[src/rtl/rf_wr_arbiter_pkg.sv]
// Shared constants for the register-file write-port arbiter.
// Requester index map, default widths and a small width helper.
package rf_wr_arbiter_pkg;

  localparam int RF_DATA_WIDTH    = 16;
  localparam int RF_ADDRESS_WIDTH = 4;
  localparam int RF_NUM_REQ       = 4;

  localparam int REQ_ALU = 0;
  localparam int REQ_MUL = 1;
  localparam int REQ_SHF = 2;
  localparam int REQ_DM  = 3;

  // Index width for n requesters; never narrower than one bit.
  function automatic int rf_idx_width(int n);
    return (n > 1) ? $clog2(n) : 1;
  endfunction

endpackage

[src/rtl/rf_wr_arbiter_if.sv]
// Requester-side write bus shared by all result sources.
// Handshake: a source raises req_valid[i] with A/d held stable; the transfer
//   happens on the rising edge where req_valid[i] & req_ready[i]. req_ready is
//   one-hot, combinational, and depends only on req_valid and arbiter state.
interface rf_wr_arbiter_if #(
  parameter int NUM_REQ       = 4,
  parameter int ADDRESS_WIDTH = 4,
  parameter int DATA_WIDTH    = 16
);
  logic [NUM_REQ-1:0]               req_valid;
  logic [NUM_REQ*ADDRESS_WIDTH-1:0] req_A;
  logic [NUM_REQ*DATA_WIDTH-1:0]    req_d;
  logic [NUM_REQ-1:0]               req_ready;

  modport master (output req_valid, output req_A, output req_d, input  req_ready);
  modport slave  (input  req_valid, input  req_A, input  req_d, output req_ready);
endinterface

[src/rtl/rf_wr_arbiter_rr_arbiter.sv]
// Combinational round-robin arbiter: search starts after the last winner.
// With RF_WR_ARB_FIXED_PRIO_EN defined it becomes fixed lowest-index priority.
module rr_arbiter
  import rf_wr_arbiter_pkg::*;
#(
  parameter int NUM_REQ = RF_NUM_REQ,
  parameter int IW      = rf_idx_width(NUM_REQ)
) (
  input  logic [NUM_REQ-1:0] valid,
`ifndef RF_WR_ARB_FIXED_PRIO_EN
  input  logic [IW-1:0]      last,
`endif
  output logic [NUM_REQ-1:0] grant,
  output logic [IW-1:0]      idx,
  output logic               any
);

  assign any = |valid;

`ifdef RF_WR_ARB_FIXED_PRIO_EN
  // Scan downward so the lowest valid index is the last one written.
  always_comb begin
    grant = '0;
    idx   = '0;
    for (int i = NUM_REQ - 1; i >= 0; i--) begin
      if (valid[i]) begin
        grant    = '0;
        grant[i] = 1'b1;
        idx      = IW'(i);
      end
    end
  end
`else
  logic [IW-1:0] cand;
  logic          found;

  // Wrap by explicit compare so non-power-of-two NUM_REQ works.
  always_comb begin
    grant = '0;
    idx   = '0;
    found = 1'b0;
    cand  = last;
    for (int k = 0; k < NUM_REQ; k++) begin
      cand = (cand == IW'(NUM_REQ - 1)) ? '0 : cand + 1'b1;
      if (!found && valid[cand]) begin
        found       = 1'b1;
        grant[cand] = 1'b1;
        idx         = cand;
      end
    end
  end
`endif

endmodule

[src/rtl/rf_wr_arbiter.sv]
// Register-file write-port arbiter with pending-write scoreboard.
// Build option: RF_WR_ARB_FIXED_PRIO_EN selects fixed priority (no pointer).
module rf_wr_arbiter
  import rf_wr_arbiter_pkg::*;
#(
  parameter int DATA_WIDTH    = RF_DATA_WIDTH,
  parameter int ADDRESS_WIDTH = RF_ADDRESS_WIDTH,
  parameter int NUM_REQ       = RF_NUM_REQ
) (
  input  logic                        clk,
  input  logic                        rst_n,
  rf_wr_arbiter_if.slave              req,
  output logic                        arb_rf_En,
  output logic [ADDRESS_WIDTH-1:0]    arb_rf_wrtA,
  output logic [DATA_WIDTH-1:0]       arb_rf_d,
  input  logic                        ps_rsv_En,
  input  logic [ADDRESS_WIDTH-1:0]    ps_rsv_A,
  input  logic [ADDRESS_WIDTH-1:0]    ps_rf_xA,
  input  logic [ADDRESS_WIDTH-1:0]    ps_rf_yA,
  output logic                        arb_ps_xbusy,
  output logic                        arb_ps_ybusy,
  output logic [2**ADDRESS_WIDTH-1:0] arb_ps_pending
);

  localparam int IW   = rf_idx_width(NUM_REQ);
  localparam int NREG = 2 ** ADDRESS_WIDTH;

  logic [NUM_REQ-1:0] grant;
  logic [IW-1:0]      win_idx;
  logic               win_any;
  logic [NREG-1:0]    pending;
  logic [NREG-1:0]    pending_next;

`ifndef RF_WR_ARB_FIXED_PRIO_EN
  logic [IW-1:0] last;

  // Reset to NUM_REQ-1 so requester 0 is searched first.
  always_ff @(posedge clk or negedge rst_n) begin
    if (!rst_n)       last <= IW'(NUM_REQ - 1);
    else if (win_any) last <= win_idx;
  end
`endif

  rr_arbiter #(.NUM_REQ(NUM_REQ), .IW(IW)) u_arb (
    .valid (req.req_valid),
`ifndef RF_WR_ARB_FIXED_PRIO_EN
    .last  (last),
`endif
    .grant (grant),
    .idx   (win_idx),
    .any   (win_any)
  );

  assign req.req_ready = grant;

  always_ff @(posedge clk or negedge rst_n) begin
    if (!rst_n) begin
      arb_rf_En   <= 1'b0;
      arb_rf_wrtA <= '0;
      arb_rf_d    <= '0;
    end else begin
      arb_rf_En <= win_any;
      if (win_any) begin
        arb_rf_wrtA <= req.req_A[win_idx*ADDRESS_WIDTH +: ADDRESS_WIDTH];
        arb_rf_d    <= req.req_d[win_idx*DATA_WIDTH +: DATA_WIDTH];
      end
    end
  end

  // Clear on the regfile-write edge, then set: a new reservation wins.
  always_comb begin
    pending_next = pending;
    if (arb_rf_En) pending_next[arb_rf_wrtA] = 1'b0;
    if (ps_rsv_En) pending_next[ps_rsv_A]    = 1'b1;
  end

  always_ff @(posedge clk or negedge rst_n) begin
    if (!rst_n) pending <= '0;
    else        pending <= pending_next;
  end

  assign arb_ps_pending = pending;
  assign arb_ps_xbusy   = pending[ps_rf_xA];
  assign arb_ps_ybusy   = pending[ps_rf_yA];

endmodule

[src/flat_wrapper.sv]
// flat-port wrapper written by rule: the top's interface ports become plain ports
module rf_wr_arbiter_flat import rf_wr_arbiter_pkg::*;
#(
  parameter int DATA_WIDTH    = RF_DATA_WIDTH,
  parameter int ADDRESS_WIDTH = RF_ADDRESS_WIDTH,
  parameter int NUM_REQ       = RF_NUM_REQ
)
  (clk, rst_n, arb_rf_En, arb_rf_wrtA, arb_rf_d, ps_rsv_En, ps_rsv_A, ps_rf_xA, ps_rf_yA, arb_ps_xbusy, arb_ps_ybusy, arb_ps_pending, req_req_valid, req_req_A, req_req_d, req_req_ready);
  rf_wr_arbiter_if #(.NUM_REQ(NUM_REQ), .ADDRESS_WIDTH(ADDRESS_WIDTH), .DATA_WIDTH(DATA_WIDTH)) req_i ();
  input  logic clk;
  input  logic rst_n;
  output logic arb_rf_En;
  output logic [ADDRESS_WIDTH-1:0] arb_rf_wrtA;
  output logic [DATA_WIDTH-1:0] arb_rf_d;
  input  logic ps_rsv_En;
  input  logic [ADDRESS_WIDTH-1:0] ps_rsv_A;
  input  logic [ADDRESS_WIDTH-1:0] ps_rf_xA;
  input  logic [ADDRESS_WIDTH-1:0] ps_rf_yA;
  output logic arb_ps_xbusy;
  output logic arb_ps_ybusy;
  output logic [2**ADDRESS_WIDTH-1:0] arb_ps_pending;
  input wire logic [$bits(req_i.req_valid)-1:0] req_req_valid;
  input wire logic [$bits(req_i.req_A)-1:0] req_req_A;
  input wire logic [$bits(req_i.req_d)-1:0] req_req_d;
  output wire logic [$bits(req_i.req_ready)-1:0] req_req_ready;
  assign req_i.req_valid = req_req_valid;
  assign req_i.req_A = req_req_A;
  assign req_i.req_d = req_req_d;
  assign req_req_ready = req_i.req_ready;
  rf_wr_arbiter #(.DATA_WIDTH(DATA_WIDTH), .ADDRESS_WIDTH(ADDRESS_WIDTH), .NUM_REQ(NUM_REQ)) u_core (.clk(clk), .rst_n(rst_n), .req(req_i), .arb_rf_En(arb_rf_En), .arb_rf_wrtA(arb_rf_wrtA), .arb_rf_d(arb_rf_d), .ps_rsv_En(ps_rsv_En), .ps_rsv_A(ps_rsv_A), .ps_rf_xA(ps_rf_xA), .ps_rf_yA(ps_rf_yA), .arb_ps_xbusy(arb_ps_xbusy), .arb_ps_ybusy(arb_ps_ybusy), .arb_ps_pending(arb_ps_pending));
endmodule
[config.mk]
export PLATFORM = sky130hd
export DESIGN_NAME = rf_wr_arbiter_flat
export DESIGN_NICKNAME = d
export VERILOG_FILES = /design/src/rtl/rf_wr_arbiter_pkg.sv /design/src/rtl/rf_wr_arbiter_if.sv /design/src/rtl/rf_wr_arbiter_rr_arbiter.sv /design/src/rtl/rf_wr_arbiter.sv /design/src/flat_wrapper.sv
export SDC_FILE = /design/constraint.sdc
export NUM_CORES = 1
export LEC_CHECK = 0
export CORE_MARGIN = 10
export CORE_UTILIZATION = 60
export CTS_CLUSTER_DIAMETER = 200
export DETAILED_ROUTE_END_ITERATION = 6
export DONT_BUFFER_PORTS = 1
export PLACE_DENSITY = 0.76
export SYNTH_ARGS = -nofsm -noshare
export SYNTH_HDL_FRONTEND = slang
export SYNTH_SLANG_ARGS = --single-unit
[constraint.sdc]
create_clock -name clk -period 3.2 [get_ports clk]
set_input_delay 0.64 -clock clk [delete_from_list [all_inputs] [get_ports clk]]
set_output_delay 0.64 -clock clk [all_outputs]
set_load 0.005 [all_outputs]
==> flow_metrics.tcl, run 1 <==
set metrics [dict create \
    place_ws_ps 264 \
    r2r-start "u_core.last[0]" \
    r2r_end "u_core.arb_rf_wrtA[2]" \
    synth_most_common_cell "mux2i_1" \
    fin_skew_ps 8.55 \
    run_status "complete, no violations" \
    final_cells 315 \
    cts_hold_buf 0 \
    clk_transition_reported_paths_ps 80 \
    critPathKind "reg -> out" \
    synth_commonest_cells "mux2i_1, dfrtp_1, o21ai_0" \
    layout-drive-gt1-share_pct 22.4 \
    async_flop_share_pct 100 \
    gp_congestion 0.800 \
    crit_family "simple AND/OR/NAND/NOR gates" \
    yosys.area.top_type_share_pct 32.9 \
    firstDrtPassIters 4 \
    yosysWarningCount 0 \
    syn-cell-area_um2 2810 \
    antenna_cells 0 \
    fp.dieH_um 88.5 \
    grt_max_degree 41 \
    slowest_stage "or4b_2" \
    drcViolationCount 0 \
    leakage_nw 1.22 \
    ant_nets 0 \
    slew_headroom_pct 52.2 \
    p_total_w 0.00327 \
    hp-class "in -> async" \
    finalSetupTns_ps 0 \
    setup_slack_ps 153 \
    grt-ovfl-total 0 \
    ir_worst_vdd_mv 0.447 \
    syn_nets 371 \
    io_pins 142 \
    setup_violations 0 \
    cap_violations 0 \
    hold_violations 0 \
    final_nets 369 \
    initial_core_util_pct 63.3 \
    ys_types 43 \
    htree_levels 2 \
    slowest_delay_ps 660 \
    cp_common_cell "buf_4" \
    fin_crit_ps 3050 \
    grt_pass1_vias 2377 \
    post-dp-hpwl_um 6250 \
    synth_edf_count 0 \
    synth-seq-cells 39 \
    synth.avg_cell_area_um2 10.7 \
    synth_largest_area_cell "dfrtp_1" \
    grt_pass1_wl_um 12400 \
    worstMarginPinSlew_ps 715 \
    clk_latency_ps 290 \
    place_inst 304 \
    cp.arrival_ps 2410 \
    rsz0062_at_grt "no" \
    reg2reg_depth 8 \
    synthTopCellsByArea "dfrtp_1, mux2i_1, a221oi_2" \
    dpl-instance-area_um2 2870 \
    reg2reg_slack_ps 650 \
    antenna_found_initial 0 \
    tritoncts "done" \
    synth_ff_type "dfrtp_1" \
    grtUsageTotal_pct 20.0 \
    p_per_area_nw_per_um2 1080 \
    cp-end-kind "output port" \
    slew_viol_final 0 \
    clockBufferDepth 2 \
    clock-root-buffer "clkbuf_8" \
    dieArea_um2 7830 \
    critPathLaunchType "flop" \
    ys_seq_area_share_pct 34.8 \
    max_freq_ghz 0.328 \
    core_region_area_um2 4440 \
    totalWireLength_um 7910 \
    cts.sinks 39 \
    post_drt_via_cell_ratio 7.04 \
    die_x_um 88.5 \
    avgRoutedWirePerCell_um 25.1 \
    cp_max_fo 8 \
    rows 24 \
    cp_cell_sequence "buf_4 -> ha_1 -> buf_4 -> or4b_2 -> o31ai_1 -> a22o_1 -> a222oi_1 -> nand2_1" \
    area_growth_pct 7.61 \
    fin_area_um2 3030 \
    via_count 2217 \
    drtIter0Drc 153 \
    cts_buffers 5 \
    crit_buf_inv 2 \
    syn_inst 264 \
    cp.required_ps 2560 \
    io_buffer_count 0 \
    period_share_pct 95.2 \
]
[stage by stage]
| step | utilization [%] | hold slack, ps |
|---|---|---|
| 2_1_floorplan | - | 344 |
| 4_1_cts | 67.6 | 23.8 |
| 6_report | 68.1 | 35.2 |
| 5_1_grt | 68.1 | 13.4 |
| 3_5_place_dp | 64.6 | 345 |
| 3_3_place_gp | 64.6 | 346 |
[metal layers]
layer | global-route usage (%) | vias to the layer above | share of wire, % | wire (µm)
met3 | 9.19 | 5 | 12 | 939
li1 | - | 1014 | - | -
met2 | 33.9 | 110 | 50 | 3960
met5 | 0 | - | 0 | 0
met1 | 22.3 | 1088 | 37 | 2950
met4 | 5.29 | 0 | 0.77 | 61
[sequential cells by signal, summed over array words and instances (netlist names)]
name	count
u_core.arb_rf_d	16
u_core.arb_ps_pending	16
u_core.last	2
u_core.arb_rf_wrtA	4
u_core.arb_rf_En	1
[worst reg2reg max path, stage by stage, from the launching register on]
cell and delay [ps]:
dfstp_2 580, inv_1 100, ha_1 320, buf_4 190, mux2i_2 180, a211oi_4 310
buf_12 290, mux2i_1 190, a222oi_1 310
[logic make-up after synthesis]
logic type | count (synthesis) | share of synthesized area [%]
AND/OR/NAND/NOR | 58 | 10.5
buffers and inverters | 28 | 4.72
flip-flops | 39 | 34.8
AO/OA/AOI/OAI | 79 | 22.9
multiplexers | 52 | 23.5
adder cells (fa/ha/maj) | 8 | 3.56
[power by group]
| part | switching (W) | total [W] | internal [W] |
|---|---|---|---|
| Combinational | 0.000927 | 0.00179 | 0.000865 |
| Clock | 0.000168 | 0.000420 | 0.000252 |
| Sequential | 0.000308 | 0.00106 | 0.000750 |
[how the worst max path moves through the flow]
stage               cells past startpoint           start          endpoint
global placement                        7  u_core.last[0]  req_req_ready[2]
CTS                                     7  u_core.last[0]  req_req_ready[0]
floorplan                               8  u_core.last[0]  req_req_ready[0]
global route                            7  u_core.last[0]  req_req_ready[0]
finish                                  8  u_core.last[0]  req_req_ready[3]
detailed placement                      7  u_core.last[0]  req_req_ready[0]
[cell usage in the layout, fill, tap and decap left out, types with 2 or more instances in the layout]
master,n
a21oi_1,4
nor2_1,22
or2_2,2
nand3_1,9
buf_12,2
nand2b_1,5
dfstp_2,2
inv_1,11
nand4_1,2
mux2i_1,40
nor2b_1,3
a222oi_1,6
a221oi_2,17
o21ai_0,36
dfrtp_1,37
mux4_2,11
clkbuf_8,6
buf_4,6
nor3_1,2
o21ai_2,3
ha_1,8
nand2_1,6
[repair_timing]
item / in CTS / in global routing
gates resized for setup: 0 / 5
pin swaps: 0 / 1
buffers inserted: 2 / 1
hold endpoints to repair: 0 / 0
endpoints found under the setup margin: 3 / 4
[area by class of cell]
cell class                 count  area, µm²
tap                           52       65.1
timing repair buffer           8       85.1
sequential                    39        978
inverter                      11       41.3
multi-input combinational    197       1740
clock inverter                 2       35.0
fill                         321       1420
clock buffer                   6       82.6
Note: power is estimated with default switching activity, not from simulation.
==> inputs of run 2 (changes only) <==
--- a/config.mk
+++ b/config.mk
@@ -5,12 +5,16 @@
 export SDC_FILE = /design/constraint.sdc
 export NUM_CORES = 1
 export LEC_CHECK = 0
+export ABC_CLOCK_PERIOD_IN_PS = 3200
+export CELL_PAD_IN_SITES_DETAIL_PLACEMENT = 0
+export CELL_PAD_IN_SITES_GLOBAL_PLACEMENT = 1
 export CORE_MARGIN = 10
-export CORE_UTILIZATION = 60
+export CORE_UTILIZATION = 47
+export CTS_BUF_LIST = sky130_fd_sc_hd__clkbuf_16
 export CTS_CLUSTER_DIAMETER = 200
 export DETAILED_ROUTE_END_ITERATION = 6
 export DONT_BUFFER_PORTS = 1
-export PLACE_DENSITY = 0.76
+export PLACE_DENSITY_LB_ADDON = 0.1
 export SYNTH_ARGS = -nofsm -noshare
 export SYNTH_HDL_FRONTEND = slang
 export SYNTH_SLANG_ARGS = --single-unit
==> run 2 against run 1 <==
Sequential power is essentially flat. Cell count grew 7.0%. Worst hold slack gained 16 ps. Wire length grew 0.63%. Utilization shrank 16 points. Clock power grew 34%.
==> flow_metrics.tcl, run 2 (same netlist as run 1, synthesis figures left out) <==
set metrics [dict create \
    run_status "complete, no violations" \
    p_per_area_nw_per_um2 1090 \
    firstDrtPassIters 4 \
    dieArea_um2 9480 \
    cts_buffers 5 \
    post_drt_via_cell_ratio 6.55 \
    core_region_area_um2 5850 \
    reg2reg_depth 8 \
    multi_input_area_um2 1730 \
    drcViolationCount 0 \
    critPathKind "reg -> out" \
    layout-drive-gt1-share_pct 21.0 \
    slew_headroom_pct 50.8 \
    cp_cell_sequence "inv_1 -> ha_1 -> or3b_2 -> a211oi_2 -> a31oi_1 -> o21a_1 -> o21ai_1" \
    grt_pass1_vias 2317 \
    post-dp-hpwl_um 6240 \
    slew_viol_final 0 \
    fin_crit_ps 3000 \
    place_ws_ps 224 \
    crit_buf_inv 1 \
    fillers 518 \
    io_buffer_count 0 \
    ir_worst_vdd_mv 0.570 \
    final_cells 337 \
    cp_max_fo 5 \
    area_growth_pct 9.34 \
    hp-class "in -> async" \
    worstMarginPinSlew_ps 736 \
    fp.dieH_um 97.4 \
    fin_area_um2 3080 \
    mostFrequentLayoutCell "mux2i_1" \
    grt_max_degree 42 \
    max_freq_ghz 0.333 \
    setup_slack_ps 195 \
    grt_pass1_wl_um 12800 \
    cp.required_ps 2560 \
    hold_violations 0 \
    rows 28 \
    cap_violations 0 \
    grt-ovfl-total 0 \
    drtIter0Drc 114 \
    area.sequential_um2 978 \
    r2r_end "u_core.arb_rf_wrtA[2]" \
    dpl-instance-area_um2 2890 \
    grtUsageTotal_pct 15.8 \
    critPathLaunchType "flop" \
    place_inst 327 \
    clk_latency_ps 280 \
    finalSetupTns_ps 0 \
    htree_levels 2 \
    gp_congestion 0.841 \
    crit_family "compound AO/OA/AOI/OAI gates" \
    slowest_stage "dfstp_2" \
    avgRoutedWirePerCell_um 23.6 \
    initial_core_util_pct 48.1 \
    cp-end-kind "output port" \
    io_pins 142 \
    slowest_delay_ps 560 \
    leakage_nw 1.23 \
    ant_nets 0 \
    period_share_pct 93.9 \
    r2r-start "u_core.last[1]" \
    setup_violations 0 \
    antenna_cells 0 \
    clockBufferDepth 2 \
    final_nets 368 \
    totalWireLength_um 7960 \
    via_count 2208 \
    clk_transition_reported_paths_ps 60 \
    cp.arrival_ps 2360 \
    reg2reg_slack_ps 720 \
    clock-root-buffer "clkbuf_16" \
    die_x_um 97.4 \
    cts.sinks 39 \
    fin_skew_ps 4.64 \
    antenna_found_initial 0 \
    tritoncts "done" \
    rsz0062_at_grt "no" \
    layout_common_cells "mux2i_1, dfrtp_1, o21ai_0" \
]
## run 2: cell types whose count changed in the layout (fill, tap and decap cells not counted), sizes merged
cell    delta
buf        -1
clkbuf     -1
clkinv     +1
## run 2: where the power goes
group / switching, W / internal (W)
logic: 0.000911 / 0.000827
clock network: 0.000197 / 0.000367
registers: 0.000302 / 0.000751
## run 2: routing by layer
metal / global-route usage, % / routed length [µm]
met5: 0 / 0
met1: 19.8 / 3210
met4: 3.02 / 29
met2: 25.3 / 3860
met3: 6.19 / 863
## run 2: cell type report
type | instances | area share (%)
Clock buffer | 5 | 4.07
Inverter | 11 | 1.34
Tap cell | 75 | 3.05
Multi-Input combinational cell | 197 | 56.2
Sequential cell | 39 | 31.8
Clock inverter | 3 | 1.42
Timing Repair Buffer | 7 | 2.12
## run 2: worst reg2reg max path, stage by stage, from the launching register on
cell	delay [ps]
dfstp_2	560
inv_1	100
ha_1	300
buf_4	190
mux2i_2	170
a211oi_4	280
buf_12	290
mux2i_1	170
a222oi_1	310
## run 2: how the worst max path moves through the flow
| stage | from | to | slack [ps] | cells past startpoint |
|---|---|---|---|---|
| final | u_core.last[1] | req_req_ready[0] | 200 | 7 |
| after detailed placement | u_core.last[0] | req_req_ready[1] | 220 | 7 |
| after CTS | u_core.last[1] | req_req_ready[0] | 70 | 7 |
| after global routing | u_core.last[1] | req_req_ready[0] | 0.7 | 7 |
| after floorplan | u_core.last[0] | req_req_ready[0] | 140 | 8 |
| after global placement | u_core.last[0] | req_req_ready[1] | 260 | 7 |
## run 2: through the flow
| stage | utilization, % | hold slack, ps | total power (W) |
|---|---|---|---|
| after floorplan | - | 344 | 0.00240 |
| after global placement | 49.3 | 345 | 0.00278 |
| after detailed placement | 49.3 | 346 | 0.00280 |
| after CTS | 52.5 | 46.5 | 0.00339 |
| after global routing | 52.6 | 42.2 | 0.00364 |
| final | 52.6 | 50.9 | 0.00336 |
## run 2: timing repair
action | 4_1_cts | 5_1_grt
pin swaps | 0 | 1
gates resized for setup | 0 | 1
hold buffers | 0 | 0
cloned | 0 | 0
setup buffers | 2 | 0
setup endpoints to repair | 3 | 3
